**config.mk**
```make
export PLATFORM = sky130hd
export DESIGN_NAME = wb_stage_reg
export DESIGN_NICKNAME = d
export VERILOG_FILES = /design/src/rtl/wb_stage_reg.sv
export SDC_FILE = /design/constraint.sdc
export NUM_CORES = 1
export LEC_CHECK = 0
export ABC_AREA = 1
export BUFFER_PORTS_ARGS = -buffer_cell sky130_fd_sc_hd__buf_2
export CORE_AREA = 4 4 135 137
export DETAILED_ROUTE_END_ITERATION = 10
export DIE_AREA = 0 0 139 141
export GPL_ROUTABILITY_DRIVEN = 0
export GPL_TIMING_DRIVEN = 0
export HOLD_SLACK_MARGIN = 0.15
export PLACE_DENSITY_LB_ADDON = 0.1
export SLEW_MARGIN = 0
export SYNTH_ARGS = -nofsm -noshare
export SYNTH_HDL_FRONTEND = slang
export SYNTH_SLANG_ARGS = --single-unit
```
**constraint.sdc**
```tcl
create_clock -name clk -period 1.01 [get_ports clk]
set_input_delay 0.101 -clock clk [delete_from_list [all_inputs] [get_ports clk]]
set_output_delay 0.101 -clock clk [all_outputs]
set_load 0.03 [all_outputs]
```
**src/rtl/wb_stage_reg.sv**
```systemverilog
// Pipeline boundary register carrying write-back payload between two adjacent
// stages, with flush, bubble insertion, multi-cycle HI/LO carry-through and a stall counter.
module wb_stage_reg #(
    parameter int STAGE    = 4,
    parameter int CHANNELS = 1,
    parameter int CNT_W    = 4
) (
    input  logic                    clk,
    input  logic                    rst,
    input  logic [5:0]              stall,
    input  logic                    flush,
    input  logic [5*CHANNELS-1:0]   in_wd,
    input  logic [CHANNELS-1:0]     in_wreg,
    input  logic [32*CHANNELS-1:0]  in_wdata,
    input  logic [31:0]             in_hi,
    input  logic [31:0]             in_lo,
    input  logic                    in_whilo,
    input  logic [63:0]             in_hilo_temp,
    input  logic [1:0]              in_cnt,
    output logic [5*CHANNELS-1:0]   out_wd,
    output logic [CHANNELS-1:0]     out_wreg,
    output logic [32*CHANNELS-1:0]  out_wdata,
    output logic [31:0]             out_hi,
    output logic [31:0]             out_lo,
    output logic                    out_whilo,
    output logic [63:0]             out_hilo_temp,
    output logic [1:0]              out_cnt,
    output logic                    out_valid,
    output logic [CNT_W-1:0]        stall_cnt
);

    logic up_stall;
    logic down_stall;
    logic clear;

    // Downstream-stalled with upstream running is never produced; it falls into advance.
    assign up_stall   = stall[STAGE];
    assign down_stall = stall[STAGE+1];
    assign clear      = rst || flush;

    always_ff @(posedge clk) begin
        if (clear) begin
            out_wd        <= '0;
            out_wreg      <= '0;
            out_wdata     <= '0;
            out_hi        <= '0;
            out_lo        <= '0;
            out_whilo     <= 1'b0;
            out_valid     <= 1'b0;
            out_hilo_temp <= '0;
            out_cnt       <= '0;
        end else if (up_stall && !down_stall) begin
            // Bubble goes downstream while the partial accumulate result survives the re-issue.
            out_wd        <= '0;
            out_wreg      <= '0;
            out_wdata     <= '0;
            out_hi        <= '0;
            out_lo        <= '0;
            out_whilo     <= 1'b0;
            out_valid     <= 1'b0;
            out_hilo_temp <= in_hilo_temp;
            out_cnt       <= in_cnt;
        end else if (!up_stall) begin
            out_wd        <= in_wd;
            out_wreg      <= in_wreg;
            out_wdata     <= in_wdata;
            out_hi        <= in_hi;
            out_lo        <= in_lo;
            out_whilo     <= in_whilo;
            out_valid     <= 1'b1;
            out_hilo_temp <= '0;
            out_cnt       <= '0;
        end
    end

    always_ff @(posedge clk) begin
        if (clear || !up_stall) begin
            stall_cnt <= '0;
        end else if (stall_cnt != {CNT_W{1'b1}}) begin
            stall_cnt <= stall_cnt + CNT_W'(1);
        end
    end

endmodule
```
---- Yosys cells after proc, flatten, opt, wreduce, memory -nomap -nowiden ----
Index checks and enable logic that the tools add are counted.
operators by class
  $add $sub $neg .......................... 1
  $mul .................................... 0
  div/mod/pow operators ................... 0
  $lt $le $gt $ge ......................... 0
  equal/unequal tests ..................... 2
  shift-type cells ........................ 0
  mux-type cells .......................... 4
  bitwise operators ....................... 0
  reductions and logical operators ........ 6
operator list
  kind                 count
  $mux 64              2
  $add 4x1->4 const B  1
  $mux 2               2
  $ne 4x4->1 const B   1
  $logic_not 1->1      2
  $logic_or 1x1->1     2
  $ne 2x1->1 const B   1
  $reduce_or 2->1      1
  $logic_and 1x1->1    1
storage, ports and cells
  bits in registers ....................... 174
  bits in latches ......................... 0
  RAM bits ................................ 0
  memory bits (read-only) ................. 0
  bits of input ports ..................... 178
  output and inout bits ................... 174
  word-level logic and storage cells ...... 23
  memories kept ........................... 0

---- Logic depth before layout (Yosys ltp) ----
  depth in word-level cells ............... 3
  mapped depth ............................ 7
  depth with buffers taken out ............ 5

---- Least setup slack after synthesis ----
No wires, ideal clock.
  path type ............................... register to register
  start ................................... register stall_cnt[0]
  end ..................................... register stall_cnt[0]
  setup time .............................. 64 ps
  arrival time ............................ 1103 ps
  required time ........................... 946 ps
  setup slack ............................. -157 ps
  cell stages (with the launch flop) ...... 6
  buffers on the path ..................... 0
  period minus slack after synthesis ...... 1167 ps
  path through ............................ dfxtp_1 ha_1 nand3_1 nand2_1 inv_1 nor2_1
between the ends
  word-level cells in the longest chain between the ends .. 1
  elaborated cells between the ends (all ways) .. 2
  those cells by class .................... 1 x add/sub; 1 x eq/ne
ends and longest elaborated chain
  what                                              RTL line  RTL
  start, declared                                   29        output logic [CNT_W-1:0] stall_cnt
  start signal, assigned                            80        stall_cnt <= stall_cnt + CNT_W'(1);
  $add 4x1->4 / $ne 4x4->1 (equally long branches)  80, 79
Parallel ways exist; a longest one is shown, timed or not.
A chain may end at the register's enable or synchronous reset.

---- Worst setup path after layout ----
  start ................................... register out_hi[6]
  end ..................................... output port out_hi[6]
RTL lines
  what                    RTL line  RTL
  start, declared         23        output logic [31:0] out_hi,
  start signal, assigned  67        out_hi <= in_hi;
No word-level cell between the ends.

==> metrics.txt <==
status finished, violations left; failing checks setup timing; worst slew pin tran 0.547 ns; Yosys reg bits 174; fin. max-slew vios 0; clk_lat worst skew 0.42 ns; Setup Crit Path Kind reg2out; Buf+Inv Stages, Crit Path 1; WP data required 0.91 ns; HP Class in2reg; commonest non-fill, non-tap cell in the layout nand2_1; initial antenna violation count 2; Fin. Hold Viols 0; CP Depth 1; Post-Syn Area per Cell 7.91 sq um; routed wl met2 12800 microns; share of post-route cells with drive strength above 1 46.6%; Remaining DRCs 0; Max-slew headroom 63.5%; overall global routing resource usage 24.1%; placed cells 1351; reg2reg setup slack 0.05 ns; final WL 25200 microns; M1 WL 9610 microns; CP max FO 2; pwr/cell area 1330 nW/um^2; RSZ-0062 raised after global routing yes; drt wl/cell 15.8 microns; Detailed Routing Iterations Pass 1 4; Crit. End Element output port; initial core utilization 36.2%; dpl hpwl 15700 microns; Cell Chain, Critical Path buf_6; Leakage 5.26 nW; vias per std cell 4.71; first-pass GRT wire length 38600 microns; GRT overflow 0; vias in the first global route 7520; Area Overhead vs Synth 95.6%; largest stage delay on the critical path 0.37 ns; fin nets 1532; root buf cell clkbuf_16; Syn Nets 960; Rows 48; hold depth 5; Clock Skew 0.00432 ns; top-area cell type share of the netlist area 56.4%; Synth area leader dfxtp_1; gate count after technology mapping 781; I/O Buffers 345; CTS max path bufs 2; Critical R2R Launch stall_cnt[0]$_SDFFE_PP0P_; largest net degree at the start of global routing 17; Met3 Wirelength 1930 microns; die area 19600 sq um; Syn. warnings 0; fin crit period 1.03 ns; Seq/Total Area, Yosys 56.4%; TritonCTS clock tree done; fin crit share 102%; Storage cell area 3710 sq um; antenna viol nets, final 0; CTS buffer count 17; Worst Path Arrival 0.93 ns; final setup fails 3; Multi-input gate area 2340 sq um; vias 7496; cell area after synthesis 6180 sq um; Worst path slowest cell dfxtp_2; top post-synthesis cells by area dfxtp_1 (56%), nand2_1 (17%), a21oi_1 (14%), nand3_1 (5.5%), buf_2 (2.3%); chip height 141 microns; Top Family by Delay on Critical Path flip-flops; hold_sp stall[5]; TritonCTS Sinks 174; Non-Filler Instances 1593; most frequent cells in the layout nand2_1 (281), buf_2 (199), buf_6 (174); Iteration-0 DRC Markers 389; Fillers 1276; Register-to-Register Path Depth 5; Clk pin slew, worst setup/hold paths 0.07 ns; VDD IR max 1.09 mV; synth unique cells 15; Max Used Layer met4; crit start category flip-flop; htree depth 4; chip width 139 microns; setup slack after layout -0.0193 ns; f_max 972 MHz; CP Launch Point out_hi[6]$_SDFFE_PP0N_; area of the core 17100 sq um; max_cap viols 0; I/O pin total 352; Pwr Total 16.1 mW
[state kept, by name (all words and copies together), names as in the netlist]
name / flops
out_whilo: 1
out_wdata: 32
out_wreg: 1
out_hilo_temp: 64
out_lo: 32
out_valid: 1
out_wd: 5
out_cnt: 2
stall_cnt: 4
out_hi: 32
[synthesized netlist by cell type]
master	count
nor2_1	10
o21ai_2	1
nor2_4	1
a21oi_1	169
buf_2	28
nor3_1	1
dfxtp_1	174
inv_4	1
inv_1	8
nand3_1	68
nand4_1	2
clkbuf_1	20
nand2_1	282
ha_1	1
buf_4	15
[repair_timing]
item,4_1_cts,5_1_grt
setup endpoints to repair,174,157
endpoints found under the hold margin,170,0
hold buffers,170,0
resized for setup,522,1
buffers inserted,12,26
[path summary, 6_finish.rpt]
check                                to
max                           out_hi[6]
min             out_cnt[1]$_SDFFE_PP0P_
max reg2reg   stall_cnt[1]$_SDFFE_PP0P_
min reg2reg  out_wdata[16]$_SDFFE_PP0N_
[cell families after synthesis]
| kind of cell | count (synthesis) | share of synthesized area, % |
|---|---|---|
| AND/OR/NAND/NOR | 364 | 23.7 |
| buffers and inverters | 72 | 5.89 |
| adder cells (fa/ha/maj) | 1 | 0.202 |
| AO/OA/AOI/OAI | 170 | 13.8 |
| flip-flops | 174 | 56.4 |
[power by group]
group / internal (mW) / total (mW) / switching (mW)
Clock: 3.69 / 6.55 / 2.87
Sequential: 7.04 / 7.16 / 0.117
Combinational: 1.22 / 2.42 / 1.20
Total: 11.9 / 16.1 / 4.18
[per-stage QoR]
stage                     area, sq um  utilization, %  hold WS, ns  TNS [ns]  setup slack (ns)
after floorplan                  6190               -        0.243         0            0.0405
after global placement           8200            48.1        0.350    -34.94            -0.333
after detailed placement         8200            48.1        0.353    -34.87            -0.324
after CTS                       11900            69.7        0.173    -0.363           -0.0344
after global routing            12100            70.9        0.202     -1.75           -0.0456
final                           12100            70.9        0.183   -0.0321           -0.0193
[final cells by class]
cell class	instances	share of cell area, %
sequential	174	30.7
buffer	63	2.71
multi-input combinational	535	19.3
clock buffer	18	3.55
inverter	9	0.300
antenna	2	0.0414
clock inverter	14	1.29
timing repair buffer	553	39.7
tap	225	2.33
[per-layer routing]
| metal | global-route usage (%) | vias to the layer above |
|---|---|---|
| li1 | - | 3698 |
| met1 | 27.1 | 3435 |
| met2 | 43.1 | 303 |
| met3 | 6.28 | 60 |
| met4 | 10.7 | 0 |
| met5 | 0 | - |
Power figures use the tool's default switching activity.
